[src/rtl/battleship_pkg.sv]
// Shared types and constants for the Battleship controller and VGA renderer.
package battleship_pkg;

  localparam int unsigned BOARD_N = 5;
  localparam int unsigned CUR_W   = 3;

  typedef enum logic [1:0] {
    EMPTY = 2'd0,
    SHIP  = 2'd1,
    HIT   = 2'd2,
    MISS  = 2'd3
  } cell_t;

  typedef enum logic [1:0] {
    PLACE = 2'd0,
    PLAY  = 2'd1,
    WIN   = 2'd2,
    LOSE  = 2'd3
  } phase_t;

  typedef cell_t [BOARD_N-1:0][BOARD_N-1:0] board_t;

  function automatic logic [CUR_W-1:0] wrap_inc(input logic [CUR_W-1:0] v);
    return (v == CUR_W'(BOARD_N - 1)) ? '0 : v + CUR_W'(1);
  endfunction

  function automatic logic [CUR_W-1:0] wrap_dec(input logic [CUR_W-1:0] v);
    return (v == '0) ? CUR_W'(BOARD_N - 1) : v - CUR_W'(1);
  endfunction

endpackage

[src/rtl/battleship_game_ctrl_if.sv]
// Button inputs and board/status outputs of the Battleship game controller.
interface battleship_game_ctrl_if;
  import battleship_pkg::*;

  logic               btn_up;
  logic               btn_down;
  logic               btn_left;
  logic               btn_right;
  logic               btn_fire;
  board_t             board;
  logic [CUR_W-1:0]   cursor_row;
  logic [CUR_W-1:0]   cursor_col;
  phase_t             phase;
  logic [4:0]         placed;
  logic [7:0]         shots_left;
  logic [4:0]         hits;
  logic               shot_strobe;

  modport master (
    output btn_up, btn_down, btn_left, btn_right, btn_fire,
    input  board, cursor_row, cursor_col, phase, placed, shots_left, hits, shot_strobe
  );

  modport slave (
    input  btn_up, btn_down, btn_left, btn_right, btn_fire,
    output board, cursor_row, cursor_col, phase, placed, shots_left, hits, shot_strobe
  );

endinterface

[src/rtl/battleship_game_ctrl_turn_timer.sv]
// Idle-turn timer: counts enabled cycles and pulses expire on the last one.
module turn_timer #(
  parameter int unsigned TIMEOUT_CYCLES = 500_000_000
) (
  input  logic clk,
  input  logic rst_n,
  input  logic enable_i,
  input  logic clear_i,
  output logic expire_o
);

  localparam int unsigned W = (TIMEOUT_CYCLES > 1) ? $clog2(TIMEOUT_CYCLES) : 1;

  logic [W-1:0] count_q;

  assign expire_o = enable_i && (count_q == W'(TIMEOUT_CYCLES - 1));

  always_ff @(posedge clk or negedge rst_n) begin
    if (!rst_n) begin
      count_q <= '0;
    end else if (!enable_i || clear_i || expire_o) begin
      count_q <= '0;
    end else begin
      count_q <= count_q + W'(1);
    end
  end

endmodule

[src/rtl/battleship_game_ctrl.sv]
// Battleship game controller: board state, cursor, shot/hit counters and phase FSM.
module battleship_game_ctrl
  import battleship_pkg::*;
#(
  parameter int unsigned SHIP_CELLS     = 5,
  parameter int unsigned MAX_SHOTS      = 12,
  parameter int unsigned TIMEOUT_CYCLES = 500_000_000
) (
  input logic                   clk,
  input logic                   reset,
  battleship_game_ctrl_if.slave bus
);

  board_t           board_q;
  logic [CUR_W-1:0] row_q, col_q;
  logic [CUR_W-1:0] row_mv, col_mv;
  phase_t           phase_q;
  logic [4:0]       placed_q, hits_q, hits_nx;
  logic [7:0]       shots_q, shots_nx;
  logic             strobe_q;
  cell_t            cur_cell;
  logic             moved, shot, expire, in_play;

  always_comb begin
    cur_cell = board_q[row_q][col_q];
    in_play  = (phase_q == PLAY);
    row_mv   = row_q;
    col_mv   = col_q;
    if (bus.btn_up)         row_mv = wrap_dec(row_q);
    else if (bus.btn_down)  row_mv = wrap_inc(row_q);
    else if (bus.btn_left)  col_mv = wrap_dec(col_q);
    else if (bus.btn_right) col_mv = wrap_inc(col_q);
    // Fire owns the cycle: direction pulses arriving with it are dropped.
    moved    = (phase_q == PLACE || phase_q == PLAY) && !bus.btn_fire &&
               (bus.btn_up || bus.btn_down || bus.btn_left || bus.btn_right);
    shot     = in_play && bus.btn_fire && (cur_cell == EMPTY || cur_cell == SHIP);
    hits_nx  = hits_q + ((cur_cell == SHIP) ? 5'd1 : 5'd0);
    shots_nx = shots_q - 8'd1;
  end

  turn_timer #(
    .TIMEOUT_CYCLES(TIMEOUT_CYCLES)
  ) u_turn_timer (
    .clk      (clk),
    .rst_n    (reset),
    .enable_i (in_play),
    .clear_i  (shot || moved),
    .expire_o (expire)
  );

  always_ff @(posedge clk or negedge reset) begin
    if (!reset) begin
      board_q  <= '0;
      row_q    <= '0;
      col_q    <= '0;
      phase_q  <= PLACE;
      placed_q <= '0;
      shots_q  <= 8'(MAX_SHOTS);
      hits_q   <= '0;
      strobe_q <= 1'b0;
    end else begin
      strobe_q <= 1'b0;
      if (moved) begin
        row_q <= row_mv;
        col_q <= col_mv;
      end
      unique case (phase_q)
        PLACE: begin
          if (bus.btn_fire) begin
            if (cur_cell == EMPTY) begin
              board_q[row_q][col_q] <= SHIP;
              placed_q <= placed_q + 5'd1;
              if (placed_q + 5'd1 == 5'(SHIP_CELLS)) begin
                phase_q <= PLAY;
                shots_q <= 8'(MAX_SHOTS);
                hits_q  <= '0;
              end
            end else begin
              board_q[row_q][col_q] <= EMPTY;
              placed_q <= placed_q - 5'd1;
            end
          end
        end
        PLAY: begin
          // A consumed fire masks a simultaneous timeout; an ignored fire does not.
          if (shot) begin
            board_q[row_q][col_q] <= (cur_cell == SHIP) ? HIT : MISS;
            hits_q   <= hits_nx;
            shots_q  <= shots_nx;
            strobe_q <= 1'b1;
            if (hits_nx == 5'(SHIP_CELLS)) phase_q <= WIN;
            else if (shots_nx == '0)       phase_q <= LOSE;
          end else if (expire) begin
            shots_q  <= shots_nx;
            strobe_q <= 1'b1;
            if (shots_nx == '0) phase_q <= LOSE;
          end
        end
        WIN, LOSE: begin
          if (bus.btn_fire) begin
            board_q  <= '0;
            row_q    <= '0;
            col_q    <= '0;
            phase_q  <= PLACE;
            placed_q <= '0;
            shots_q  <= 8'(MAX_SHOTS);
            hits_q   <= '0;
          end
        end
        default: ;
      endcase
    end
  end

  assign bus.board       = board_q;
  assign bus.cursor_row  = row_q;
  assign bus.cursor_col  = col_q;
  assign bus.phase       = phase_q;
  assign bus.placed      = placed_q;
  assign bus.shots_left  = shots_q;
  assign bus.hits        = hits_q;
  assign bus.shot_strobe = strobe_q;

endmodule

[src/flat_wrapper.sv]
// flat-port wrapper written by rule: the top's interface ports become plain ports
module battleship_game_ctrl_flat import battleship_pkg::*;
#(
  parameter int unsigned SHIP_CELLS     = 5,
  parameter int unsigned MAX_SHOTS      = 12,
  parameter int unsigned TIMEOUT_CYCLES = 500_000_000
)
  (clk, reset, bus_btn_up, bus_btn_down, bus_btn_left, bus_btn_right, bus_btn_fire, bus_board, bus_cursor_row, bus_cursor_col, bus_phase, bus_placed, bus_shots_left, bus_hits, bus_shot_strobe);
  battleship_game_ctrl_if bus_i ();
  input logic clk;
  input logic reset;
  input wire logic [$bits(bus_i.btn_up)-1:0] bus_btn_up;
  input wire logic [$bits(bus_i.btn_down)-1:0] bus_btn_down;
  input wire logic [$bits(bus_i.btn_left)-1:0] bus_btn_left;
  input wire logic [$bits(bus_i.btn_right)-1:0] bus_btn_right;
  input wire logic [$bits(bus_i.btn_fire)-1:0] bus_btn_fire;
  output wire logic [$bits(bus_i.board)-1:0] bus_board;
  output wire logic [$bits(bus_i.cursor_row)-1:0] bus_cursor_row;
  output wire logic [$bits(bus_i.cursor_col)-1:0] bus_cursor_col;
  output wire logic [$bits(bus_i.phase)-1:0] bus_phase;
  output wire logic [$bits(bus_i.placed)-1:0] bus_placed;
  output wire logic [$bits(bus_i.shots_left)-1:0] bus_shots_left;
  output wire logic [$bits(bus_i.hits)-1:0] bus_hits;
  output wire logic [$bits(bus_i.shot_strobe)-1:0] bus_shot_strobe;
  assign bus_i.btn_up = bus_btn_up;
  assign bus_i.btn_down = bus_btn_down;
  assign bus_i.btn_left = bus_btn_left;
  assign bus_i.btn_right = bus_btn_right;
  assign bus_i.btn_fire = bus_btn_fire;
  assign bus_board = bus_i.board;
  assign bus_cursor_row = bus_i.cursor_row;
  assign bus_cursor_col = bus_i.cursor_col;
  assign bus_phase = bus_i.phase;
  assign bus_placed = bus_i.placed;
  assign bus_shots_left = bus_i.shots_left;
  assign bus_hits = bus_i.hits;
  assign bus_shot_strobe = bus_i.shot_strobe;
  battleship_game_ctrl #(.SHIP_CELLS(SHIP_CELLS), .MAX_SHOTS(MAX_SHOTS), .TIMEOUT_CYCLES(TIMEOUT_CYCLES)) u_core (.clk(clk), .reset(reset), .bus(bus_i));
endmodule
[config.mk]
export PLATFORM = sky130hd
export DESIGN_NAME = battleship_game_ctrl_flat
export DESIGN_NICKNAME = d
export VERILOG_FILES = /design/src/rtl/battleship_pkg.sv /design/src/rtl/battleship_game_ctrl_if.sv /design/src/rtl/battleship_game_ctrl_turn_timer.sv /design/src/rtl/battleship_game_ctrl.sv /design/src/flat_wrapper.sv
export SDC_FILE = /design/constraint.sdc
export NUM_CORES = 1
export LEC_CHECK = 0
export ABC_AREA = 1
export CAP_MARGIN = 20
export CORE_ASPECT_RATIO = 0.9
export CORE_MARGIN = 2
export CORE_UTILIZATION = 51
export DETAILED_ROUTE_END_ITERATION = 10
export PLACE_DENSITY = 0.81
export SYNTH_ARGS = -nofsm -noshare
export SYNTH_HDL_FRONTEND = slang
export SYNTH_HIERARCHICAL = 1
export SYNTH_SLANG_ARGS = --single-unit
[constraint.sdc]
create_clock -name clk -period 3.4 [get_ports clk]
set_input_delay 0.68 -clock clk [delete_from_list [all_inputs] [get_ports clk]]
set_output_delay 0.68 -clock clk [all_outputs]
set_load 0.01 [all_outputs]
==> results of run 1 <==
[Yosys cell counts (7+ instances only)]
master      n
xnor2_1    11
o21ai_0    37
buf_6       7
o21ai_1    22
inv_1      98
clkbuf_1   13
nand4_1    47
nand2_1   315
nand3_1    81
a21oi_1    29
nor3_1     16
buf_4       7
buf_2      15
ha_1       15
nor2_1    276
dfrtp_1   104
xor2_1     18
[power by group through the flow]
stage / combinational (W) / clock (W) / sequential [W]
finish: 0.00298 / 0.00103 / 0.00189
global route: 0.00328 / 0.00110 / 0.00193
CTS: 0.00289 / 0.00106 / 0.00189
detailed placement: 0.00288 / 0 / 0.00191
global placement: 0.00282 / 0 / 0.00191
floorplan: 0.00182 / 0 / 0.00191
[timing repair]
| item | CTS | global route |
|---|---|---|
| gates resized for setup | 0 | 4 |
| buffers inserted | 0 | 2 |
| setup endpoints to repair | 0 | 2 |
[routing by layer]
| layer | up-vias | routed length (um) | GRT usage |
|---|---|---|---|
| met5 | - | 0 | 0 |
| met4 | 0 | 407 | 0.07863 |
| met3 | 39 | 2057 | 0.05917 |
| met2 | 363 | 9927 | 0.4489 |
| met1 | 3630 | 9543 | 0.3969 |
| li1 | 3838 | - | - |
[placed cells by master, fill, tap and decap left out, types with 16 or more instances in the layout]
cell	n
clkdlybuf4s50_1	82
o21ai_0	37
inv_1	98
dfrtp_1	102
nand3_1	81
o21ai_1	22
xor2_1	18
nor3_1	16
nor2_1	274
nand2_1	315
a21oi_1	29
nand4_1	47
[worst max-delay path: stages (launching register included)]
cell and delay [ps]:
dfrtp_2 480, buf_4 200, nand3_2 190, nor2_1 70
nor2_1 170, nand2_1 70, nand2_1 90, nand3_2 130
nor2_8 100, inv_1 50, nor2_2 140, ha_1 200
ha_1 210, xor2_1 160, inv_1 70, nor2_1 80
nand3_1 70, nor2_1 90, nand4_1 120, nand2_1 90
inv_1 40, nand3_1 80, nand2_1 50
[kinds of logic after synthesis]
family	count (synthesis)	share of synthesized area
simple gates	755	0.4233
buf+inv	148	0.08887
compound gates	106	0.07744
flops	106	0.3518
xor+xnor	29	0.03366
fa+ha+maj	15	0.02487
[final cells by class]
| class | instances | area (um^2) | area share |
|---|---|---|---|
| Timing Repair Buffer | 100 | 993.5 | 0.1126 |
| Inverter | 103 | 391.6 | 0.04440 |
| Clock inverter | 3 | 42.54 | 0.004823 |
| Tap cell | 198 | 247.7 | 0.02809 |
| Multi-Input combinational cell | 906 | 4247 | 0.4815 |
| Clock buffer | 13 | 240.2 | 0.02724 |
| Sequential cell | 106 | 2658 | 0.3013 |
[through the flow]
stage	setup WS (ps)	utilization	area, um^2	power (W)	cells
after floorplan	509.4	-	7546	0.003728	1159
after global placement	327.6	0.5812	8491	0.004727	1410
after detailed placement	229.4	0.5812	8491	0.004792	1410
after CTS	201.4	0.6005	8773	0.005844	1426
after global routing	70.30	0.6037	8820	0.006321	1429
final	305.2	0.6037	8820	0.005913	1429
[path summary, 6_finish.rpt]
| path | startpoint | end |
|---|---|---|
| max | u_core/bus.cursor_row[1]$_DFF_PN0_ | u_core/bus.phase[0]$_DFFE_PN0P_ |
| min | reset | u_core/u_turn_timer/count_q[22]$_DFF_PN0_ |
| max reg2reg | u_core/bus.cursor_row[1]$_DFF_PN0_ | u_core/bus.phase[0]$_DFFE_PN0P_ |
| min reg2reg | u_core/bus.shots_left[2]$_DFFE_PN1P_ | u_core/bus.shots_left[2]$_DFFE_PN1P_ |
| max in group asynchronous | reset | u_core/bus.shots_left[2]$_DFFE_PN1P_ |
| min in group clk | u_core/bus.shots_left[2]$_DFFE_PN1P_ | u_core/bus.shots_left[2]$_DFFE_PN1P_ |
==> metrics.txt, run 1 <==
count of distinct cell types in the synthesized netlist 42; CTS HTree Levels 3; I/O pins 84; Final Wtd Congestion 0.9288; fraction of power consumed by combinational cells 0.505; DRC violation count after routing 0; WL/cell 15.35 um; fraction of the cycle the final worst path needs 0.9102; kind of launch point of the worst setup path flip-flop; Synth Instances 1159; worst-case reg-to-reg path depth 22; fraction of final layout cells sized beyond drive strength 1 0.05118; relative area change from synthesis to final layout 16.88%; Arr. time, crit path 3330 ps; mean number of vias per cell roughly 5.5; fill cell instance count of the final layout between 1000 and 1500; most used flip-flop cell after synthesis dfrtp_1; Netlist Area Pre-Place about 7500 um^2; top cell type by total area after synthesis dfrtp_1; area of the die ~16000 um^2; final hold vios 0; top-area cell type share of the netlist area 0.3449; relative contribution of the clock network to total power 0.175; Tot GR Track Use 0.2839; Max Fanout on Critical Path 11; clock buffers created by TritonCTS 9; Clk Latency, worst-skew pair about 360 ps; post-route clock skew 11.16 ps; overall die height between 100 and 150 um; number of buffers inserted for hold repair after clock tree synthesis 0; critical path class flip-flop to flip-flop; TritonCTS clock tree done; ratio of total power to cell area 670.4 nW/um^2; run status finished clean; Hold WC Path Type input port to async pin; Max-Slew Margin vs Limit 0.5044; initial antenna violation count 0; first-pass GRT wire length approximately 36 mm; accumulated negative setup slack 0 ps; first-pass detailed-route iteration total 7; Post-synth EDFFs 0; Flop pwr share 0.320; minimum clock period after layout 3095 ps; number of routed nets with antenna violations 0; max-slew violation total from the final report 0; flip-flop and latch count after synthesis between 100 and 150; First DRT Iteration DRCs ~870; worst vdd rail ir drop 0.3515 mV; clock tree root buffer cell clkbuf_16; crit end category flip-flop; main area contributors after synthesis dfrtp_1 34%, nand2_1 16%, nor2_1 14%; Net count, final 1248; Buffers on Ports 83; average size of a mapped cell 6.511 um^2; effective utilization at floorplan 0.5165; GRT overflow 0; Synthesis Warnings 6; final setup violation count 0; unrepaired setup endpoints after global routing false; diode insertion count for antenna repair 0; net count after synthesis roughly 1200; switching power of the nets between 0.002 and 0.003 W; number of buffers on the longest clock path 2; die width 132.2 um; vias in the first global route 7153; Pint roughly 0.0032 W; number of rows created at floorplan 42; Post-Route WL 21.93 mm; area of the core 14610 um^2; tightest hold margin roughly 330 ps; fraction of synthesis flops using an asynchronous set or reset pin 1.000; share of the yosys chip area belonging to registers 0.3518; actual transition at the worst max-transition pin ~740 ps; net switching fraction of the power 0.4546; Clock Pin Slew Worst Setup and Hold Paths about 70 ps; endpoint required time on the critical path 3640 ps; Fmax achieved around 320 MHz; maximum capacitance violations 0; minimum setup slack among reg-to-reg paths 310 ps; pin count of the biggest net entering global routing 63; number of vias after detailed routing 7870; reported leakage power 3.954 nW; number of sinks on the clock net between 100 and 150; final HPWL from detailed placement between 15 and 20 mm
Note: power is estimated with default switching activity, not from simulation.
==> run 2: changes to the inputs <==
--- a/config.mk
+++ b/config.mk
@@ -9,9 +9,9 @@
 export CAP_MARGIN = 20
 export CORE_ASPECT_RATIO = 0.9
 export CORE_MARGIN = 2
-export CORE_UTILIZATION = 51
+export CORE_UTILIZATION = 55
 export DETAILED_ROUTE_END_ITERATION = 10
-export PLACE_DENSITY = 0.81
+export PLACE_DENSITY = 0.86
 export SYNTH_ARGS = -nofsm -noshare
 export SYNTH_HDL_FRONTEND = slang
 export SYNTH_HIERARCHICAL = 1
==> constraint.sdc (replaced) <==
create_clock -name clk -period 3.4 [get_ports clk]
set_input_delay 0.51 -clock clk [delete_from_list [all_inputs] [get_ports clk]]
set_output_delay 0.51 -clock clk [all_outputs]
set_load 0.01 [all_outputs]
==> metrics.txt, run 2 (same netlist as run 1, synthesis figures left out) <==
switching power of the nets 0.002731 W; routed metal-1 wirelength 9.504 mm; net switching fraction of the power 0.4651; Fmax achieved 323.6 MHz; Tot GR Track Use 0.2982; final HPWL from detailed placement around 16 mm; worst vdd rail ir drop 0.4705 mV; worst-case reg-to-reg path depth 22; startpoint of the worst register-to-register path u_core/bus.cursor_row[1]$_DFF_PN0_; metal2 WL 10.10 mm; Post-Route WL 22.01 mm; clock buffers created by TritonCTS 9; overall die height 115.1 um; mean number of vias per cell approximately 5.7; minimum clock period after layout 3090 ps; maximum capacitance violations 0; relative contribution of the clock network to total power 0.177; GRT overflow 0; Max-Slew Margin vs Limit 0.4361; Buffers on Ports 83; tightest hold margin around 260 ps; Hold WC Path Type input port to async pin; area of the core 13360 um^2; First DRT Iteration DRCs 872; first-pass GRT wire length 34.76 mm; run status finished clean; vias in the first global route about 6900; number of rows created at floorplan 40; critical path class flip-flop to flip-flop; commonest cells after routing, fill and taps aside 315 x nand2_1, 275 x nor2_1, 103 x dfrtp_1, 98 x inv_1, 82 x clkdlybuf4s50_1; Max Fanout on Critical Path 17; CTS HTree Levels 3; clock tree root buffer cell clkbuf_16; kind of launch point of the worst setup path flip-flop; relative area change from synthesis to final layout 15.62%; endpoint required time on the critical path 3650 ps; Net count, final 1246; fraction of final layout cells sized beyond drive strength 1 0.05045; initial antenna violation count 0; Max Used Layer met4; fraction of power consumed by combinational cells 0.500; Final Wtd Congestion 0.9145; Pint 0.003141 W; minimum setup slack among reg-to-reg paths 310 ps; number of vias after detailed routing 7942; ratio of total power to cell area 673.1 nW/um^2; Clock Pin Slew Worst Setup and Hold Paths 70 ps; unrepaired setup endpoints after global routing false; number of sinks on the clock net 106; WL/cell 15.75 um; number of buffers on the longest clock path 2; most common cell after layout, fill and taps aside nand2_1; pin count of the biggest net entering global routing 65; final hold vios 0; final setup violation count 0; Flop pwr share 0.324; metal3 WL 2.030 mm; reported leakage power 3.940 nW; TritonCTS clock tree done; post-route clock skew 8.646 ps; Crit Reg-Reg Endpoint u_core/bus.phase[0]$_DFFE_PN0P_; actual transition at the worst max-transition pin roughly 850 ps; Clk Latency, worst-skew pair about 360 ps; crit end category flip-flop; first-pass detailed-route iteration total 6; DRC violation count after routing 0; number of routed nets with antenna violations 0; I/O pins 84; accumulated negative setup slack 0 ps; fraction of the cycle the final worst path needs 0.9088; Arr. time, crit path 3340 ps; diode insertion count for antenna repair 0; Post-CTS Setup Bufs 0; max-slew violation total from the final report 0; effective utilization at floorplan 0.5647; die width 127.5 um; area of the die about 15000 um^2
==> run 2: cell types whose count changed in the layout (fill, tap and decap cells not counted), sizes merged <==
cell,change
nor2,-1
inv,+4
bufinv,-1
clkbuf,-3
buf,-1
==> run 2: per-stage QoR <==
| step | cells | util | instance area [um^2] | setup WS (ps) | power [W] |
|---|---|---|---|---|---|
| final | 1397 | 0.6529 | 8725 | 310.2 | 0.005872 |
| after global routing | 1397 | 0.6529 | 8725 | 42.03 | 0.006243 |
| after CTS | 1397 | 0.6528 | 8723 | 286.7 | 0.005845 |
| after detailed placement | 1381 | 0.6313 | 8436 | 303.7 | 0.004789 |
| after global placement | 1381 | 0.6313 | 8436 | 344.4 | 0.004731 |
| after floorplan | 1159 | - | 7546 | 509.4 | 0.003728 |
==> run 2: worst max path at each step <==
stage / endpoint / start / slack, ps
finish: u_core/bus.phase[0]$_DFFE_PN0P_ / u_core/bus.cursor_row[1]$_DFF_PN0_ / 310
detailed placement: u_core/bus.phase[0]$_DFFE_PN0P_ / u_core/bus.cursor_row[2]$_DFF_PN0_ / 300
CTS: u_core/bus.phase[0]$_DFFE_PN0P_ / u_core/bus.cursor_row[2]$_DFF_PN0_ / 290
floorplan: u_core/bus.phase[0]$_DFFE_PN0P_ / u_core/bus.cursor_row[0]$_DFF_PN0_ / 510
global route: u_core/bus.phase[0]$_DFFE_PN0P_ / u_core/bus.cursor_row[0]$_DFF_PN0_ / 40
global placement: u_core/bus.phase[0]$_DFFE_PN0P_ / u_core/bus.cursor_row[2]$_DFF_PN0_ / 340
==> run 2: power by group through the flow <==
stage | registers, W | clock network, W | logic [W]
floorplan | 0.00191 | 0 | 0.00182
global placement | 0.00191 | 0 | 0.00282
detailed placement | 0.00191 | 0 | 0.00288
CTS | 0.00189 | 0.00106 | 0.00289
global route | 0.00194 | 0.00111 | 0.00320
finish | 0.00190 | 0.00104 | 0.00293
==> run 2: worst max-delay path, stage by stage (launching register included) <==
cell     delay, ps
dfrtp_1        440
buf_4          210
nor2_4         310
nand3_1        160
nand2_1        110
nor2_1          40
nand2_1         60
nand2_1         50
nand2_2        160
nor2_8          50
nor2_1         160
ha_1           200
ha_1           190
xor2_1         160
inv_1           70
nor2_1          80
nand3_1         70
nor2_1         100
nand4_1        120
nand2_1         80
inv_1           40
nand3_1         70
nand2_1         60
==> run 2: what timing repair did <==
item                                    4_1_cts  5_1_grt
hold buffers                                  0        0
resized for setup                             0        1
endpoints found under the setup margin        0        2
==> run 2: final cells by class <==
class / count / area [um^2]
multi-input combinational: 905 / 4230
timing repair buffer: 99 / 948.4
fill: 1191 / 4638
clock buffer: 10 / 229.0
tap: 168 / 210.2
inverter: 103 / 391.6
sequential: 106 / 2656
clock inverter: 6 / 58.81
==> run 2: metal layers <==
metal	GRT usage	up-vias
met1	0.4161	3654
li1	-	3841
met4	0.08645	0
met3	0.05724	35
met5	0	-
met2	0.4770	412
==> RTL change 1 (settings of run 2) <==
`CUR_W`: 3 -> 6.
--- a/src/rtl/battleship_pkg.sv
+++ b/src/rtl/battleship_pkg.sv
@@ -4,3 +4,3 @@
   localparam int unsigned BOARD_N = 5;
-  localparam int unsigned CUR_W   = 3;
+  localparam int unsigned CUR_W   = 6;
 
Ports: changed (resized bus_cursor_col and bus_cursor_row); port bits go from 84 to 90. The function was not compared with the original's and may differ.
==> RTL change 1 against run 2 <==
Area after synthesis increased by 5.8%; combinational power down 31%; design area rose by 7.6%; die area grew 5.6%; power fell by 19%; fmax increased by 1.9%; sequential cell count grew 6; routed wire length grew 5.1%; worst setup slack better by 0.057 ns; highest routed layer unchanged.
==> RTL change 1: results (changes against run 2) <==
Synth
  – Ranking of synthesized cells by area: sky130_fd_sc_hd__dfrtp_1, sky130_fd_sc_hd__nand2_1, sky130_fd_sc_hd__nor2_1, sky130_fd_sc_hd__inv_1, sky130_fd_sc_hd__nand3_1
  – Register area share after synthesis: 0.351 (-0.000438)
  – Post-synthesis average cell area: 6.40 um^2 (-1.8%)
  – Syn_nets: 1268 (+7.4%)
  – Commonest cells in the netlist: sky130_fd_sc_hd__nand2_1, sky130_fd_sc_hd__nor2_1, sky130_fd_sc_hd__inv_1, sky130_fd_sc_hd__dfrtp_1, sky130_fd_sc_hd__nand3_1

Placed design
  – Placed standard-cell area: 9080 um^2 (+7.7%)
  – IO Port Bufs: 89 (+7.2%)
  – Placement-stage worst setup slack: 0.340 ns (+0.0359 ns)
  – Final HPWL DP: 17100 um (+9.3%)

Setup path
  – Flop2flop setup slack: 0.37 ns (+0.06 ns)
  – Crit path largest cell delay: 0.49 ns (+0.05 ns)
  – Number of cell instances on the worst register-to-register path: 20 (-9.1%)
  – FF-to-FF Start: u_core/bus.cursor_row[0]
  – Signal arrival time at the worst endpoint: 3.29 ns (-0.05 ns)
  – Critical-path cell with the highest stage delay: sky130_fd_sc_hd__dfrtp_2

Power
  – Sequential Power: 1.70 mW (-11%)
  – Max rail drop VDD: 0.481 mV (+2.3%)
  – Power in combinational cells: 2.02 mW (-31%)
  – NetSw: 2.05 mW (-25%)

Timing
  – Hold_ws: 0.227 ns (-0.0344 ns)
  – Part of the cycle the worst path needs: 0.892 (-0.0167)
  – Max-slew headroom: 0.478 (+0.0419)

Drt
  – Number of violations reported at the end of detailed-routing iteration 0: 821 (-5.8%)
  – Length of routed met3 wiring: 1700 um (-16%)
  – Routed wl met2: 10400 um (+3.2%)
  – Total via count after detailed routing: 8392 (+5.7%)
  – Routed length per placed instance: 15.1 um (-3.9%)
  – DRT Pass-1 Iters: 5 (-1)

GRT
  – Met3 track utilization from global routing: 0.0552 (-0.00201)
  – Pin count of the biggest net entering global routing: 61 (-6.2%)
  – Grt met1 use: 0.438 (+0.0215)
  – Vias in the first global route: 7534 (+8.5%)
  – First-pass GRT wire length: 37700 um (+8.3%)

Layout
  – Final Instance Count excl. Fillers: 1528 (+9.4%)
  – Final-stage net count: 1350 (+8.3%)
  – Layout cells sized above 1: 0.0487 (-0.00176)

Run status
  – Outcome: finished, final reports clean
## RTL change 1: cell count changes after synthesis, sizes merged, moves of 4 or more
cell and delta:
a21oi +16, clkinv +12, dfrtp +6, inv +29, nand2 +48, nand3 +6
nor2 -37, nor3 -4, o21a +19, o31ai -6
## RTL change 1: kinds of logic (layout without fill, tap and decap cells)
| logic type | count (synthesis) | in the layout | share of synthesized area |
|---|---|---|---|
| xor+xnor | 33 | 33 | 0.0362 |
| simple gates | 771 | 771 | 0.403 |
| fa+ha+maj | 13 | 13 | 0.0204 |
| flops | 112 | 112 | 0.351 |
| buf+inv | 184 | 271 | 0.0950 |
| compound gates | 135 | 135 | 0.0942 |
## RTL change 1: worst max-delay path by stage
stage / slack (ns) / from / cells past startpoint / endpoint
final: 0.37 / u_core/bus.cursor_row[0] / 20 / u_core/bus.phase[0]
after CTS: 0.31 / u_core/bus.cursor_row[0] / 20 / u_core/bus.phase[0]
after detailed placement: 0.34 / u_core/bus.cursor_row[0] / 20 / u_core/bus.phase[0]
after global routing: 0.01 / u_core/bus.cursor_row[0] / 20 / u_core/bus.phase[0]
after global placement: 0.43 / u_core/bus.cursor_row[0] / 21 / u_core/bus.phase[0]
after floorplan: 0.52 / u_core/bus.cursor_row[0] / 21 / u_core/bus.phase[0]
## RTL change 1: area by class of cell
| cell class | instances | area [um^2] |
|---|---|---|
| clock inverters | 7 | 67.6 |
| flip-flops and latches | 112 | 2810 |
| fillers | 1267 | 4720 |
| well taps | 193 | 241 |
| clock buffers | 9 | 225 |
| repair buffers | 111 | 1070 |
| multi-input cells | 952 | 4440 |
| inverters | 144 | 543 |
## RTL change 1: timing repair
item / in CTS / in global routing
endpoints found under the setup margin: 0 / 2
hold endpoints to repair: 0 / 0
gates resized for setup: 0 / 5
==> RTL change 2 (flow settings as in run 2) <==
Made on the original files. The 4 values of `phase_t` get a Gray code encoding in 2 bits.
--- a/src/rtl/battleship_pkg.sv
+++ b/src/rtl/battleship_pkg.sv
@@ -14,6 +14,6 @@
   typedef enum logic [1:0] {
-    PLACE = 2'd0,
-    PLAY  = 2'd1,
-    WIN   = 2'd2,
-    LOSE  = 2'd3
+    PLACE = 2'b00,
+    PLAY  = 2'b01,
+    WIN   = 2'b11,
+    LOSE  = 2'b10
   } phase_t;
Function: no difference found for any inputs over 4 cycles, from zero or initial values and one cycle with reset low; so few cycles prove little.
==> RTL change 2 against run 2 <==
Power grew 13%; design area shrank 1.8%; count of clock-buffer cells in the layout shrank 1; global-route usage grew 0.10 points; worst setup slack gained 0.017 ns; routed wire length shrank 5.9%; sequential cell count is the same; via count shrank 5.0%; area after synthesis shrank 3.5%; highest routed layer unchanged.
==> RTL change 2: results (changes against run 2) <==
Synth
  – Register area share after synthesis: 0.365 (+0.0127)
  – Number of standard cells after synthesis: 1136 (-2.0%)
  – Count of cell types in the netlist: 37 (-12%)
  – Commonest cells in the netlist: sky130_fd_sc_hd__nand2_1, sky130_fd_sc_hd__nor2_1, sky130_fd_sc_hd__inv_1, sky130_fd_sc_hd__dfrtp_1, sky130_fd_sc_hd__nand3_1

Timing
  – Worst-Margin Slew: 0.810 ns (-0.0362 ns)
  – Part of the cycle the worst path needs: 0.904 (-0.00504)
  – Hold_ws: 0.163 ns (-0.0976 ns)
  – Post-Route Skew: 0.00976 ns (+0.00111 ns)

Layout
  – Total of fill cells in the finished design: 1192 (+0.084%)
  – Final Instance Count excl. Fillers: 1383 (-1.0%)

Power
  – Lkg Pwr: 3.98 nW (+0.93%)
  – NetSw: 3.08 mW (+13%)
  – Combinational group share of total power: 0.532 (+0.032)
  – Max rail drop VDD: 0.530 mV (+13%)

Drt
  – Number of violations reported at the end of detailed-routing iteration 0: 754 (-14%)
  – Detailed-routing wirelength on met1: 9520 um (+0.13%)
  – Routed length per placed instance: 15.0 um (-5.0%)
  – DRT Pass-1 Iters: 7 (+1)
  – Length of routed met3 wiring: 1590 um (-22%)
  – Routed wl met2: 9210 um (-8.8%)

Setup path
  – FF-to-FF Start: u_core/bus.cursor_row[2]
  – CP Launch Point: u_core/bus.cursor_row[2]
  – Crit path largest cell delay: 0.39 ns (-0.05 ns)
  – Signal arrival time at the worst endpoint: 3.37 ns (+0.03 ns)

GRT
  – Grt met1 use: 0.427 (+0.0106)
  – All-layer global routing usage: 0.299 (+0.00104)

Run status
  – Outcome: finished, final reports clean

Placed design
  – Placement-stage worst setup slack: 0.332 ns (+0.0280 ns)
  – Final HPWL DP: 15200 um (-2.9%)
  – GP Congestion: 0.983 (+7.5%)
RTL change 2: changes by cell type after synthesis, sizes merged, moves of 8 or more:
cell,run 2,this run
nand4,47,20
o21ai,61,47
nor2,280,250
nand2,322,358
inv,103,125
buf,31,23
o21a,0,11
RTL change 2: per-stage QoR:
stage / cell area (um^2) / util
floorplan: 7280 / -
global placement: 8260 / 0.644
detailed placement: 8260 / 0.644
CTS: 8560 / 0.667
global route: 8570 / 0.668
finish: 8570 / 0.668
RTL change 2: layout make-up:
class / instances / share of cell area
multi-input combinational: 868 / 0.461
sequential: 106 / 0.310
timing repair buffer: 101 / 0.114
inverter: 128 / 0.0564
clock buffer: 9 / 0.0263
tap: 164 / 0.0239
clock inverter: 7 / 0.00891
RTL change 2: kinds of logic after synthesis:
family / count (synthesis) / share of synthesized area
AOI/OAI and AO/OA: 91 / 0.0720
xor gates and xnor gates: 29 / 0.0349
adders and majority gates: 15 / 0.0258
buffers and inverters: 162 / 0.0940
DFF: 106 / 0.365
and+or+nand+nor: 733 / 0.409
